--- config.mk ---
export PLATFORM = sky130hd
export DESIGN_NAME = alu_2432
export DESIGN_NICKNAME = d
export VERILOG_FILES = /design/src/rtl/alu_2432_pkg.sv /design/src/rtl/alu_2432_shifter.sv /design/src/rtl/alu_2432.sv
export SDC_FILE = /design/constraint.sdc
export NUM_CORES = 2
export LEC_CHECK = 0
export ABC_AREA = 1
export ABC_CLOCK_PERIOD_IN_PS = 8560
export BUFFER_PORTS_ARGS = -buffer_cell sky130_fd_sc_hd__buf_2
export CORE_MARGIN = 1
export CORE_UTILIZATION = 39
export CTS_CLUSTER_DIAMETER = 30
export DETAILED_ROUTE_END_ITERATION = 10
export GPL_ROUTABILITY_DRIVEN = 0
export SLEW_MARGIN = 20
export SYNTH_ARGS = -nofsm -noshare
export SYNTH_HDL_FRONTEND = slang
export SYNTH_SLANG_ARGS = --single-unit
--- constraint.sdc ---
create_clock -name i_clk -period 8.56 [get_ports i_clk]
set_input_delay 0.428 -clock i_clk [delete_from_list [all_inputs] [get_ports i_clk]]
set_output_delay 0.428 -clock i_clk [all_outputs]
set_load 0.05 [all_outputs]
--- src/rtl/alu_2432_pkg.sv ---
// Shared constants for the 24-bit-instruction / 32-bit-data core: widths, opcodes,
// PSR bit indices and architectural register IDs.
package alu_2432_pkg;

  localparam int unsigned DATA_W = 32;
  localparam int unsigned OP_W   = 6;
  localparam int unsigned SHAM_W = 5;

  localparam logic [OP_W-1:0] OP_BRA_CC = 6'b000000;
  localparam logic [OP_W-1:0] OP_CALL_CC = 6'b000001;
  localparam logic [OP_W-1:0] OP_STO_B  = 6'b000010;
  localparam logic [OP_W-1:0] OP_STO_H  = 6'b000011;
  localparam logic [OP_W-1:0] OP_STO_W  = 6'b000100;
  localparam logic [OP_W-1:0] OP_LD_B   = 6'b001000;
  localparam logic [OP_W-1:0] OP_LD_H   = 6'b001001;
  localparam logic [OP_W-1:0] OP_LD_W   = 6'b001010;
  localparam logic [OP_W-1:0] OP_LJMP   = 6'b010000;
  localparam logic [OP_W-1:0] OP_LCALL  = 6'b010100;
  localparam logic [OP_W-1:0] OP_MOVT   = 6'b011000;
  localparam logic [OP_W-1:0] OP_ADD    = 6'b100000;
  localparam logic [OP_W-1:0] OP_SUB    = 6'b100001;
  localparam logic [OP_W-1:0] OP_AND    = 6'b100010;
  localparam logic [OP_W-1:0] OP_OR     = 6'b100011;
  localparam logic [OP_W-1:0] OP_XOR    = 6'b100100;
  localparam logic [OP_W-1:0] OP_LSL    = 6'b100101;
  localparam logic [OP_W-1:0] OP_ASR    = 6'b100110;
  localparam logic [OP_W-1:0] OP_MUL    = 6'b100111;

  localparam int unsigned PSR_C = 0;
  localparam int unsigned PSR_V = 1;
  localparam int unsigned PSR_S = 2;
  localparam int unsigned PSR_Z = 3;

  localparam logic [3:0] REG_RZERO = 4'd0;
  localparam logic [3:0] REG_RPSR  = 4'd14;
  localparam logic [3:0] REG_RPC   = 4'd15;

endpackage

--- src/rtl/alu_2432_shifter.sv ---
// 32-bit LSL/ASR barrel shifter; carry is the last bit shifted out, amount 0 passes A and cin.
module alu_2432_shifter
  import alu_2432_pkg::*;
(
  input  logic [DATA_W-1:0] a,
  input  logic [SHAM_W-1:0] amt,
  input  logic              asr,
  input  logic              cin,
  output logic [DATA_W-1:0] dout,
  output logic              cout
);

  logic        [DATA_W:0] lsl_ext;
  logic signed [DATA_W:0] asr_ext;

  // Extra bit above (LSL) or below (ASR) catches the last bit shifted out.
  assign lsl_ext = {1'b0, a} << amt;
  assign asr_ext = $signed({a, 1'b0}) >>> amt;

  always_comb begin
    dout = a;
    cout = cin;
    if (amt != '0) begin
      if (asr) begin
        dout = asr_ext[DATA_W:1];
        cout = asr_ext[0];
      end else begin
        dout = lsl_ext[DATA_W-1:0];
        cout = lsl_ext[DATA_W];
      end
    end
  end

endmodule

--- src/rtl/alu_2432.sv ---
// Execute-stage ALU: add/sub/logic/shift/MOVT/pass-through, plus a two-cycle 32x32 multiply
// whose low-half partial product is held in pp_q.
module alu_2432
  import alu_2432_pkg::*;
(
  input  logic              i_clk,
  input  logic              i_rstb,
  input  logic [DATA_W-1:0] din_a,
  input  logic [DATA_W-1:0] din_b,
  input  logic              cin,
  input  logic              vin,
  input  logic [OP_W-1:0]   opcode,
  output logic [DATA_W-1:0] dout,
  output logic              cout,
  output logic              vout,
  output logic              mcp_out
);

  logic              is_mul;
  logic [DATA_W:0]   add_sum;
  logic [DATA_W:0]   sub_sum;
  logic [DATA_W-1:0] shf_dout;
  logic              shf_cout;
  logic [DATA_W-1:0] pp_next;
  logic [DATA_W-1:0] pp_hi;
  logic [DATA_W-1:0] pp_q;

  assign is_mul  = (opcode == OP_MUL);
  assign mcp_out = is_mul;

  assign add_sum = {1'b0, din_a} + {1'b0, din_b};
  assign sub_sum = {1'b0, din_a} + {1'b0, ~din_b} + 33'd1;

  assign pp_next = din_a * {16'h0000, din_b[15:0]};
  assign pp_hi   = din_a * {16'h0000, din_b[31:16]};

  alu_2432_shifter u_shifter (
    .a    (din_a),
    .amt  (din_b[SHAM_W-1:0]),
    .asr  (opcode == OP_ASR),
    .cin  (cin),
    .dout (shf_dout),
    .cout (shf_cout)
  );

  // Low partial product reloads on every MUL cycle so back-to-back MULs each get a capture cycle.
  always_ff @(posedge i_clk or negedge i_rstb) begin
    if (!i_rstb) begin
      pp_q <= '0;
    end else if (is_mul) begin
      pp_q <= pp_next;
    end
  end

  always_comb begin
    dout = din_b;
    cout = cin;
    vout = vin;
    case (opcode)
      OP_ADD: begin
        dout = add_sum[DATA_W-1:0];
        cout = add_sum[DATA_W];
        vout = (din_a[31] == din_b[31]) && (add_sum[31] != din_a[31]);
      end
      OP_SUB: begin
        dout = sub_sum[DATA_W-1:0];
        cout = sub_sum[DATA_W];
        vout = (din_a[31] != din_b[31]) && (sub_sum[31] != din_a[31]);
      end
      OP_AND:  dout = din_a & din_b;
      OP_OR:   dout = din_a | din_b;
      OP_XOR:  dout = din_a ^ din_b;
      OP_LSL, OP_ASR: begin
        dout = shf_dout;
        cout = shf_cout;
      end
      OP_MOVT: dout = {din_b[15:0], din_a[15:0]};
      OP_MUL:  dout = pp_q + (pp_hi << 16);
      // Loads, stores, branches, jumps and reserved opcodes pass B through.
      default: dout = din_b;
    endcase
  end

endmodule

==> metrics <==
CTS Hold Bufs=0; ys async rst share=between 90% and 100%; total gr overflow=0; First DRT Iteration DRCs=roughly 3500; postcts setup bufs=0; sw power=between 7 and 8 mW; Worst setup EP type=output pin; Hold Crit Class=in -> async; post-synthesis register bit count=32; total internal power=4.334 mW; skew final=0 ps; maximum number of pins on one net before global-route repair=between 60 and 70; final WL=111200 µm; finished layout cell area=between 0.02 and 0.03 mm²; Synth Area in Adders=between 30% and 40%; CP startpoint kind=input pin; most frequent cells in the layout=1219 x nand2_1, 976 x inv_1, 387 x fa_1; slowest CP cell=o21ai_0; arrival time at the worst endpoint=7440 ps; total track usage=between 30% and 40%; CP most frequent cell=fa_1; Inserted Clock Buffers=5; Core ar.=~0.070 mm²; post-synthesis mux area share=less than 1%; post-cts resize count=0; via count=28490; Clock transition at path regs=about 60 ps; Mapped Cells=~4300; fin util=between 40 and 50%; DRT antenna net count=0; combinational share of power=95.7%; Setup WS pre-CTS=about 830 ps; Most used DFF post-synth=dfrtp_1; CTS HTree Levels=2; Final nets=roughly 5000; Synth area leader=fa_1; kind of critical path=in -> out; initial antenna violation count=8; Mapped Avg Cell Area=between 6 and 7 µm²; compound-cell area share of the yosys netlist=between 10% and 20%; Synth Cell Area=around 0.028 mm²; Die W=roughly 270 µm; Sw Ratio=a little over three fifths; fin crit share=approximately nine tenths; synth top area cells=fa_1 28%, nand2_1 17%, inv_1 13%, ha_1 10%, a21oi_1 3.3%; Biggest register=pp_q; main combinational cell family by area after synthesis=adder cells; CTS Root Cell=clkbuf_16; Die Span Y=between 200 and 300 µm; synthesis-to-layout area growth=4.565%; RSZ-0062 raised after global routing=false; post-synthesis xor/xnor area fraction=~1.8%; DR WL/cell=~21 µm; TNS Setup=0 ps; Clock Power Share=approximately 1.9%; Inst Count DP=around 5200; Post-synth EDFFs=0; Longest Clk Path Bufs=2; post-layout min period=between 7000 and 8000 ps; Worst Path Max Fanout=17; Largest register FFs=32; fmax=roughly 130 MHz; row cnt=97; power per cell area=between 400 and 500 mW/mm²; CP max stage delay=around 840 ps; Static Leakage=16.37 nW; Final WS setup=approximately 690 ps; Reg2Reg Setup Slack=around 7700 ps; Synthesized Nets=5028; yosys warns=0; fin cells=5224; Post-route DRC=0; num ports=roughly 110; Pre-antenna DRT Iters=8; post-synth cell types=just under 60; final setup vio count=0; port bufs=around 110; Final Hold Fails=0; Post-DP HPWL=about 90000 µm; vias per cell=approximately 5.5; Seq/Total Area, Yosys=between 2 and 3%; Slew Limit Fails=0; worst relative slew slack=29.40%; Sequential Power Share=between 2 and 2.5%; status=finished clean; DP Area=approximately 0.029 mm²; first-pass GRT wire length=~170000 µm; TritonCTS clock tree=yes; Die Footprint=just over 0.07 mm²; max cap viols=0; area share of the leading cell type in the synthesized netlist=27.96%; Worst-Skew Late Latency=around 280 ps; fraction of layout instances using a drive strength above 1=6.002%; Starting Density=39.50%; clock net sink count=32; most common cell after layout, fill and taps aside=nand2_1; Synth Area in Simple Gates=around a quarter; Largest regs=pp_q x32; vias in the first global route=between 20000 and 30000; Worst Path Required=8130 ps; Worst-Margin Slew=approximately 1000 ps; Peak supply drop=~0.00057 V
==> cells by family after synthesis <==
group	count (synthesis)
flip-flops	32
multiplexers	18
buffers and inverters	1232
XOR/XNOR	58
AND/OR/NAND/NOR	1699
adder cells (fa/ha/maj)	613
AO/OA/AOI/OAI	689
==> power by group through the flow <==
stage | registers (mW) | logic, mW | clock network (mW)
after floorplan | 0.245 | 7.76 | 0
after global placement | 0.288 | 11.0 | 0
after detailed placement | 0.286 | 11.1 | 0
after CTS | 0.285 | 11.2 | 0.227
after global routing | 0.293 | 12.7 | 0.234
final | 0.287 | 11.3 | 0.225
==> worst max-delay path, delay by kind of cell <==
family          cells  cell delay (ps)
compound gates     10             2040
fa+ha+maj           8             3430
simple gates        4              540
buf+inv             6              820
xor+xnor            1              160
==> area by class of cell <==
type	instances	area [µm²]
Clock buffer	7	152.6
Antenna cell	2	5.005
Sequential cell	32	800.8
Tap cell	940	1176
Multi-Input combinational cell	3077	22130
Inverter	1015	3815
Timing Repair Buffer	150	868.3
Fill cell	7694	41180
Clock inverter	1	30.03
==> Yosys cell counts, types with 10 or more instances <==
| master | number |
|---|---|
| nand2_1 | 1219 |
| inv_1 | 976 |
| fa_1 | 387 |
| ha_1 | 226 |
| a21oi_1 | 184 |
| nor2_1 | 181 |
| o21ai_0 | 178 |
| nand3_1 | 175 |
| o21ai_1 | 139 |
| clkbuf_1 | 100 |
| buf_2 | 72 |
| inv_2 | 35 |
| xor2_1 | 34 |
| buf_1 | 32 |
| dfrtp_1 | 32 |
| nand4_1 | 32 |
| o22ai_1 | 32 |
| o211ai_1 | 29 |
| nor3_1 | 27 |
| xnor2_1 | 24 |
| mux2i_1 | 18 |
| a31oi_1 | 16 |
| a21oi_2 | 14 |
| o21bai_1 | 14 |
| nand2_2 | 13 |
| o2111ai_1 | 11 |
| o21ai_2 | 11 |
| or2_2 | 11 |
| nand3b_1 | 10 |
==> routing by layer <==
metal | track usage, % | part of all wire (%) | up-vias | wire, µm
li1 | - | - | 13060 | -
met1 | 39.91 | 39 | 13540 | 43400
met2 | 46.86 | 42 | 1542 | 46970
met3 | 6.959 | 11 | 332 | 12560
met4 | 19.01 | 7.3 | 12 | 8130
met5 | 0 | 0.16 | - | 176
==> path summary, 6_finish.rpt <==
kind | from | to | cells past startpoint
min reg2reg | pp_q[14]$_DFFE_PN0P_ | pp_q[14]$_DFFE_PN0P_ | 2
max in group asynchronous | i_rstb | pp_q[10]$_DFFE_PN0P_ | 1
min | i_rstb | pp_q[5]$_DFFE_PN0P_ | 1
min in group i_clk | pp_q[14]$_DFFE_PN0P_ | pp_q[14]$_DFFE_PN0P_ | 2
max reg2reg | pp_q[15]$_DFFE_PN0P_ | pp_q[15]$_DFFE_PN0P_ | 2
max | din_b[17] | dout[30] | 29
==> through the flow <==
step | hold slack (ps) | power, mW
5_1_grt | 288.2 | 13.22
3_3_place_gp | 470.8 | 11.33
2_1_floorplan | 132.4 | 8.007
3_5_place_dp | 469.5 | 11.39
4_1_cts | 271.6 | 11.68
6_report | 228.1 | 11.82
Note: power is estimated with default switching activity, not from simulation.
